===== src/rtl/mips_dbg_pkg.sv =====
// Shared definitions for the debug-port program loader: FSM states and
// frame-format constants.
package mips_dbg_pkg;

  typedef enum logic [2:0] {
    IDLE   = 3'd0,
    LEN_HI = 3'd1,
    LEN_LO = 3'd2,
    DATA   = 3'd3,
    DONE   = 3'd4,
    ERR    = 3'd5
  } state_e;

  localparam int BYTES_PER_WORD = 4;
  localparam int LEN_W          = 16;

endpackage


===== src/rtl/imem_loader_if.sv =====
// Byte-stream input and instruction-memory write port of the loader.
// The loader uses the slave view; the host/debug side uses the master view.
interface imem_loader_if #(
  parameter int ADDR_W = 8,
  parameter int DATA_W = 32
);
  logic [7:0]        in_data;
  logic              in_valid;
  logic              in_ready;
  logic              im_we;
  logic [ADDR_W-1:0] im_addr;
  logic [DATA_W-1:0] im_wdata;

  modport master (
    output in_data, in_valid,
    input  in_ready, im_we, im_addr, im_wdata
  );

  modport slave (
    input  in_data, in_valid,
    output in_ready, im_we, im_addr, im_wdata
  );
endinterface


===== src/rtl/imem_loader_byte_assembler.sv =====
// Packs big-endian bytes into instruction words; word_valid pulses the
// cycle after the last byte of a word was accepted.
module byte_assembler
  import mips_dbg_pkg::*;
#(
  parameter int DATA_W = 32
) (
  input  logic              clk,
  input  logic              rst_n,
  input  logic              clear,
  input  logic              byte_valid,
  input  logic [7:0]        byte_data,
  output logic              last_byte,
  output logic              word_valid,
  output logic [DATA_W-1:0] word
);

  logic [1:0]        idx;
  logic [DATA_W-9:0] sr;

  assign last_byte = (idx == 2'(BYTES_PER_WORD - 1));

  // NOTE: state registers use non-blocking assignment so every flop samples
  // the pre-edge value of its neighbours, independent of statement order.
  always_ff @(posedge clk or negedge rst_n) begin
    if (!rst_n) begin
      idx        <= '0;
      sr         <= '0;
      word_valid <= 1'b0;
      word       <= '0;
    end else begin
      word_valid <= 1'b0;
      if (clear) begin
        idx <= '0;
      end else if (byte_valid) begin
        sr  <= {sr[DATA_W-17:0], byte_data};
        idx <= idx + 2'd1;
        if (last_byte) begin
          word_valid <= 1'b1;
          word       <= {sr, byte_data};
        end
      end
    end
  end

endmodule


===== src/rtl/imem_loader.sv =====
// Loads a length-prefixed program image into instruction memory, holding the
// CPU while loading and pulsing pc_reset once the image is complete.
module imem_loader
  import mips_dbg_pkg::*;
#(
  parameter int ADDR_W = 8,
  parameter int DATA_W = 32
) (
  input  logic          clk,
  input  logic          rst_n,
  input  logic          start,
  imem_loader_if.slave  bus,
  output logic          cpu_hold,
  output logic          pc_reset,
  output logic          load_done,
  output logic          load_err
);

  localparam logic [LEN_W:0] MAX_WORDS = (LEN_W + 1)'(2 ** ADDR_W);

  state_e            state;
  logic [LEN_W-1:0]  cnt;
  logic [ADDR_W-1:0] widx;
  logic [ADDR_W-1:0] addr_q;
  logic              accept;
  logic              last_byte;
  logic              word_valid;
  logic              last_write;
  logic [DATA_W-1:0] word;
  logic [LEN_W-1:0]  len_now;

  assign bus.in_ready = (state == LEN_HI) || (state == LEN_LO) || (state == DATA);
  assign accept       = bus.in_valid && bus.in_ready;
  assign cpu_hold     = bus.in_ready;
  assign pc_reset     = (state == DONE);
  assign len_now      = {cnt[LEN_W-1:8], bus.in_data};

  assign bus.im_we    = word_valid;
  assign bus.im_addr  = addr_q;
  assign bus.im_wdata = word;

  // The word being written is the last one when its address equals N-1.
  assign last_write = word_valid && (LEN_W'(addr_q) == cnt - LEN_W'(1));

  byte_assembler #(.DATA_W(DATA_W)) u_asm (
    .clk        (clk),
    .rst_n      (rst_n),
    .clear      (state == LEN_LO),
    .byte_valid (accept && (state == DATA)),
    .byte_data  (bus.in_data),
    .last_byte  (last_byte),
    .word_valid (word_valid),
    .word       (word)
  );

  always_ff @(posedge clk or negedge rst_n) begin
    if (!rst_n) begin
      state     <= IDLE;
      cnt       <= '0;
      widx      <= '0;
      addr_q    <= '0;
      load_done <= 1'b0;
      load_err  <= 1'b0;
    end else begin
      // Address is captured with the final byte so it lines up with the word.
      if (accept && (state == DATA) && last_byte) begin
        addr_q <= widx;
        widx   <= widx + ADDR_W'(1);
      end

      unique case (state)
        IDLE: begin
          if (start) begin
            state     <= LEN_HI;
            load_done <= 1'b0;
            load_err  <= 1'b0;
          end
        end
        LEN_HI: begin
          if (accept) begin
            cnt[LEN_W-1:8] <= bus.in_data;
            state          <= LEN_LO;
          end
        end
        LEN_LO: begin
          if (accept) begin
            cnt  <= len_now;
            widx <= '0;
            if (len_now == '0) begin
              state     <= DONE;
              load_done <= 1'b1;
            end else if ({1'b0, len_now} > MAX_WORDS) begin
              state    <= ERR;
              load_err <= 1'b1;
            end else begin
              state <= DATA;
            end
          end
        end
        DATA: begin
          if (last_write) begin
            state     <= DONE;
            load_done <= 1'b1;
          end
        end
        DONE, ERR: state <= IDLE;
        default:   state <= IDLE;
      endcase
    end
  end

endmodule


===== src/flat_wrapper.sv =====
// flat-port wrapper written by rule: the top's interface ports become plain ports
module imem_loader_flat import mips_dbg_pkg::*;
#(
  parameter int ADDR_W = 8,
  parameter int DATA_W = 32
)
  (clk, rst_n, start, cpu_hold, pc_reset, load_done, load_err, bus_in_data, bus_in_valid, bus_in_ready, bus_im_we, bus_im_addr, bus_im_wdata);
  imem_loader_if #(.ADDR_W(ADDR_W), .DATA_W(DATA_W)) bus_i ();
  input  logic clk;
  input  logic rst_n;
  input  logic start;
  output logic cpu_hold;
  output logic pc_reset;
  output logic load_done;
  output logic load_err;
  input wire logic [$bits(bus_i.in_data)-1:0] bus_in_data;
  input wire logic [$bits(bus_i.in_valid)-1:0] bus_in_valid;
  output wire logic [$bits(bus_i.in_ready)-1:0] bus_in_ready;
  output wire logic [$bits(bus_i.im_we)-1:0] bus_im_we;
  output wire logic [$bits(bus_i.im_addr)-1:0] bus_im_addr;
  output wire logic [$bits(bus_i.im_wdata)-1:0] bus_im_wdata;
  assign bus_i.in_data = bus_in_data;
  assign bus_i.in_valid = bus_in_valid;
  assign bus_in_ready = bus_i.in_ready;
  assign bus_im_we = bus_i.im_we;
  assign bus_im_addr = bus_i.im_addr;
  assign bus_im_wdata = bus_i.im_wdata;
  imem_loader #(.ADDR_W(ADDR_W), .DATA_W(DATA_W)) u_core (.clk(clk), .rst_n(rst_n), .start(start), .bus(bus_i), .cpu_hold(cpu_hold), .pc_reset(pc_reset), .load_done(load_done), .load_err(load_err));
endmodule

===== config.mk =====
export PLATFORM = sky130hd
export DESIGN_NAME = imem_loader_flat
export DESIGN_NICKNAME = d
export VERILOG_FILES = /design/src/rtl/mips_dbg_pkg.sv /design/src/rtl/imem_loader_if.sv /design/src/rtl/imem_loader_byte_assembler.sv /design/src/rtl/imem_loader.sv /design/src/flat_wrapper.sv
export SDC_FILE = /design/constraint.sdc
export NUM_CORES = 1
export LEC_CHECK = 0
export CORE_UTILIZATION = 55
export CTS_CLUSTER_DIAMETER = 150
export DETAILED_ROUTE_END_ITERATION = 8
export HOLD_SLACK_MARGIN = 0.15
export PLACE_DENSITY = 0.79
export SYNTH_ARGS = -nofsm -noshare
export SYNTH_HDL_FRONTEND = slang
export SYNTH_HIERARCHICAL = 1
export SYNTH_SLANG_ARGS = --single-unit

===== constraint.sdc =====
create_clock -name clk -period 3 [get_ports clk]
set_input_delay 0.6 -clock clk [delete_from_list [all_inputs] [get_ports clk]]
set_output_delay 0.6 -clock clk [all_outputs]
set_load 0.02 [all_outputs]

# Word-level counts from Yosys, hierarchy flattened
# Index checks and enable logic that the tools add are counted.
# Widths: inputs -> output; s select.
[classes] reduce_logical=18 n_mux=26 n_lt_le_gt_ge=1 n_eq_ne=13 add_sub_neg=3 bitwise_logic=1
[op_table] op="$mux 8" count=4
[op_table] op="$mux 3" count=6
[op_table] op="$eq 8x16->1" count=1
[op_table] op="$gt 16x9->1 const B" count=1
[op_table] op="$logic_not 16->1" count=1
[op_table] op="$pmux 8 s2" count=1
[op_table] op="$sub 16x1->16 const B" count=1
[op_table] op="$pmux 3 s4" count=1
[op_table] op="$mux 1" count=10
[op_table] op="$ne 2x1->1 const B" count=5
[op_table] op="$reduce_and 5->1" count=2
[op_table] op="$add 8x1->8 const B" count=1
[op_table] op="$eq 3x2->1 const B" count=2
[op_table] op="$reduce_and 3->1" count=2
[op_table] op="$logic_and 1x1->1" count=4
[op_table] op="$mux 2" count=2
[op_table] op="$ne 2x2->1 const B" count=2
[op_table] op="$reduce_and 2->1" count=2
[op_table] op="$reduce_and 4->1" count=1
[op_table] op="$reduce_bool 2->1" count=2
[op_table] op="$eq 3x1->1 const B" count=1
[op_table] op="$eq 3x3->1 const B" count=1
[op_table] op="$logic_not 3->1" count=1
[op_table] op="$pmux 1 s3" count=1
[op_table] op="other kinds (6)" count=7
[word_totals] input_bits=12 word_cells=73 out_inout_bits=46 regBits=96

# Longest topological paths before layout
[logic_depth] depth_word=9 ltp_mapped=10 ltp_nobuf=8

# By module
# The synthesis kept the hierarchy.
[modules_own_cells] module="byte_assembler" area_each_um2=2337.2 n_inst=1 cells_per_inst=129 seq_area_each_um2=1476.4
[modules_own_cells] module="imem_loader" area_each_um2=2210.9 n_inst=1 cells_per_inst=244 seq_area_each_um2=925.9

# Least setup slack after synthesis
# OpenSTA, ideal clock, no wires.
[synth_path] path_type="register -> register" startpoint="register u_core.cnt[1]" endpoint="register u_core.state[0]" slack_ns=0.333 n_path_buf=2 setup_time_ns=0.136 period_less_slack_ns=2.667 required_ns=2.864 arrival_ns=2.531 stages_incl_launch_ff=11 path_cell_list="dfrtp_1 > clkbuf_1 > inv_1 > ha_1 > clkbuf_1 > or4b_1 > nor3_1 > nor4_1 > or4_4 > nor4bb_1 > o22ai_1"
[synth_between] elab_chain_cells=5
[synth_lines] item="start: declaration" line_no="imem_loader.sv:22" text="logic [LEN_W-1:0] cnt;"
[synth_lines] item="start signal: indexed assignment" line_no="imem_loader.sv:81" text="cnt[LEN_W-1:8] <= bus.in_data;"
[synth_lines] item="start signal: assignment" line_no="imem_loader.sv:87" text="cnt <= len_now;"
[synth_lines] item="$sub 16x1->16" line_no="imem_loader.sv:43" text="assign last_write = word_valid && (LEN_W'(addr_q) == cnt - LEN_W'(1));"
[synth_lines] item="$eq 8x16->1" line_no="imem_loader.sv:43"
[synth_lines] item="$logic_and 1x1->1" line_no="imem_loader.sv:43"
[synth_lines] item="$ne 2x1->1 (no line)"
[synth_lines] item="$reduce_and 4->1 (no line)"
[synth_lines] item="end signal: assignment" line_no="imem_loader.sv:58" text="state <= IDLE;"
[synth_lines] item="end signal: assignment" line_no="imem_loader.sv:74" text="state <= LEN_HI;"
[synth_lines] item="end signal: assignment" line_no="imem_loader.sv:82" text="state <= LEN_LO;"
[synth_lines] item="end: declaration" line_no="imem_loader.sv:21" text="state_e state;"
# Every way passes these cells.
# A chain may end at the register's enable or synchronous reset.

# Worst setup path after layout
# Same ends and word-level chain as after synthesis.

==> impl_metrics.py <==
metrics = {
    "global_routing": {
        "grt_pass1_vias": 2957,
        "number_of_antenna_violations_at_the_first_check_in_global_routing": 0,
        "grt_start_max_net_pins": 50,
        "grtUsageTotal": 0.228,
        "global_route_wire_length_before_repair_um": 15100,
        "global_route.overflow_total": 0,
    },
    "clock_tree": {
        "post_cts.repair.setup_buffers": 0,
        "insertion_delay_ps": 380,
        "tritoncts.num_buffers": 9,
        "clk_pin_slew_worst_paths_ps": 100,
        "postCtsResizedCells": 0,
        "cts-root-to-sink-buffers": 2,
        "cts_max_level": 3,
        "cts_tree": "done",
        "cts_hold_fix_bufs": 0,
        "clockRootBuffer": "clkbuf_8",
        "cts.sinks": 96,
    },
    "routing": {
        "dr_total_vias": 3072,
        "drtAntennaViolNets": 0,
        "routed_wl_um": 8960,
        "post_drt_via_cell_ratio": 5.72,
        "drt_iter0_drc": 187,
        "avgRoutedWirePerCell_um": 16.7,
        "dr.pass1.iters": 4,
        "drcViolationCount": 0,
    },
    "placed_design": {
        "dp_hpwl_um": 6210,
        "placed_cells": 521,
        "finalWeightedCongestion": 0.874,
        "placement.io_buffers": 57,
    },
    "sta": {
        "final_min_period_over_clock_period": 0.942,
        "fmaxAchievable_mhz": 354,
        "timing_max_transition_violations_final": 0,
        "grt_setup_unrepaired": "false",
        "worst_clock_skew_ps": 13.3,
        "timing.final.crit_period_ps": 2830,
        "timing.final.hold_violations": 0,
        "maxSlewHeadroom": 0.579,
        "hold_ws_ps": 230,
        "final-setup-viol-count": 0,
        "max_slew.worst_pin.slew_ps": 631,
        "post_route_setup_tns_ps": 0,
    },
    "floorplanning": {
        "initial_core_util": 0.580,
        "floorplan.rows": 32,
        "floorplan.die.width_um": 92.9,
        "fp.dieArea_um2": 8640,
        "num_io_pins": 58,
        "die_h_um": 92.9,
        "coreArea_um2": 7850,
    },
    "pwr": {
        "total_power_draw_mw": 5.05,
        "power.density_nw_per_um2": 940,
        "power.leakage_nw": 2.40,
        "vdd_ir_drop_max_mv": 0.488,
    },
    "setup_path": {
        "timing.setup.critical_path_class": "flip-flop to flip-flop",
        "cp.arrival_ps": 3070,
        "endpoint_kind": "flip-flop",
        "cp.required_ps": 3240,
        "cpPeakStageDelay_ps": 550,
        "cp-start-kind": "flip-flop",
        "crit_slowest_cell": "or4b_1",
        "cp-startpoint": "u_core/cnt[1]$_DFFE_PN0P_",
        "reg2reg_setup_slack_ps": 170,
        "r2r_start": "u_core/cnt[1]$_DFFE_PN0P_",
        "crit_path_cell_trace": "inv_1 -> ha_1 -> or4b_1 -> nor3_1 -> nor4_1 -> or4_4 -> nor4bb_1 -> o22ai_1",
        "cp_max_fo": 11,
    },
    "final_layout": {
        "final_nets": 445,
        "commonest_non_fill_non_tap_cells_in_the_layout": "dfrtp_1, clkdlybuf4s50_1, mux2_2",
        "diodes": 0,
        "area_growth_pct": 18.2,
        "layout_commonest_cell": "dfrtp_1",
        "number_of_fill_cells": 593,
        "layoutNonFillerInstCount": 537,
        "final_layout_size_suffix_gt1_frac": 0.239,
        "multi_input_comb_area_um2": 1970,
        "final_core_utilization": 0.685,
        "ff_latch_area_um2": 2400,
    },
    "synth": {
        "ys_seq_elements": 96,
        "synthDistinctLibCells": 55,
        "post_synth_inst_count": 373,
        "edff_count_synth": 0,
        "syn_avg_cell_area_um2": 12.2,
        "most_instantiated_flip_flop_cell_in_the_synthesis_netlist": "dfrtp_1",
        "seq_area_frac_synth": 0.528,
        "ys_async_sr_fraction": 1.00,
        "synth.cell_area_um2": 4550,
        "synth.net_count": 388,
        "yosys_warning_total": 6,
    },
    "flow_run": {
        "max_cap_violations": 0,
    },
    "outcome": {
        "status": "completed",
    },
    "hold_path": {
        "hold_path.class": "primary input to asynchronous set/reset pin",
    },
}
## worst max-delay path, delay by kind of cell (launching register included)
family / cells / cell delay, ps
buffers and inverters: 1 / 100
AND/OR/NAND/NOR: 5 / 1640
flip-flops: 1 / 530
AO/OA/AOI/OAI: 1 / 120
adder cells (fa/ha/maj): 1 / 310
## cell families after synthesis
| family | synth area share |
|---|---|
| buf+inv | 0.0391 |
| fa+ha+maj | 0.00825 |
| flops | 0.528 |
| compound gates | 0.0627 |
| mux | 0.190 |
| xor+xnor | 0.0289 |
| simple gates | 0.143 |
## synthesized netlist by cell type (3+ instances only)
master / number / area, um2
a21oi_1: 6 / 30.0
a31oi_1: 4 / 25.0
buf_6: 5 / 56.3
clkbuf_1: 10 / 37.5
dfrtp_1: 96 / 2400
ha_1: 3 / 37.5
inv_1: 7 / 26.3
mux2_2: 47 / 529
mux2_4: 20 / 300
nand2_1: 40 / 150
nand2b_1: 3 / 18.8
nand4_1: 5 / 31.3
nor2_1: 15 / 56.3
nor2b_1: 3 / 18.8
nor3_1: 11 / 55.1
nor4_1: 7 / 43.8
o211ai_1: 3 / 22.5
o21ai_0: 19 / 95.1
o31ai_1: 3 / 22.5
or3_1: 4 / 25.0
or4_1: 4 / 30.0
xnor2_1: 8 / 70.1
xor2_1: 7 / 61.3
## sequential cells by signal, summed over array words and instances, names as in the netlist
signal,count
u_core/bus.im_addr,8
u_core/load_done,1
u_core/u_asm/idx,2
u_core/u_asm/word,32
u_core/u_asm/word_valid,1
u_core/u_asm/sr,24
u_core/widx,8
u_core/load_err,1
u_core/state,3
u_core/cnt,16
## metal layers
metal / track usage / vias up / part of all wire
met1: 0.324 / 1520 / 0.47
met5: 0 / - / 0
met3: 0.0501 / 11 / 0.055
met4: 0.0846 / 0 / 0.015
li1: - / 1451 / -
met2: 0.341 / 90 / 0.46
## final timing paths
| kind | to | depth (start not counted) |
|---|---|---|
| max | u_core/state[0]$_DFFE_PN0P_ | 8 |
| min | u_core/u_asm/word[26]$_DFFE_PN0P_ | 1 |
| max reg2reg | u_core/state[0]$_DFFE_PN0P_ | 8 |
| min reg2reg | u_core/u_asm/word[11]$_DFFE_PN0P_ | 1 |
| max in group asynchronous | u_core/cnt[6]$_DFFE_PN0P_ | 2 |
| min in group clk | u_core/u_asm/word[11]$_DFFE_PN0P_ | 1 |
## through the flow
step | worst slack, ps | instance area, um2
after floorplan | 333 | 4550
after global placement | 396 | 5190
after detailed placement | 258 | 5190
after CTS | 235 | 5370
after global routing | 9.31 | 5380
final | 175 | 5380
## area by class of cell
| class | count | area share |
|---|---|---|
| flip-flops and latches | 96 | 0.447 |
| multi-input cells | 250 | 0.367 |
| repair buffers | 66 | 0.123 |
| well taps | 102 | 0.0237 |
| clock buffers | 9 | 0.0230 |
| clock inverters | 7 | 0.0112 |
| inverters | 7 | 0.00489 |
## where the power goes
| part | leakage, nW | switching (mW) | internal (mW) | total (mW) |
|---|---|---|---|---|
| Sequential | 1.23 | 0.455 | 1.76 | 2.21 |
| Combinational | 1.08 | 0.901 | 1.14 | 2.04 |
| Clock | 0.0901 | 0.484 | 0.317 | 0.801 |
| Total | 2.40 | 1.84 | 3.21 | 5.05 |
Note: power is estimated with default switching activity, not from simulation.
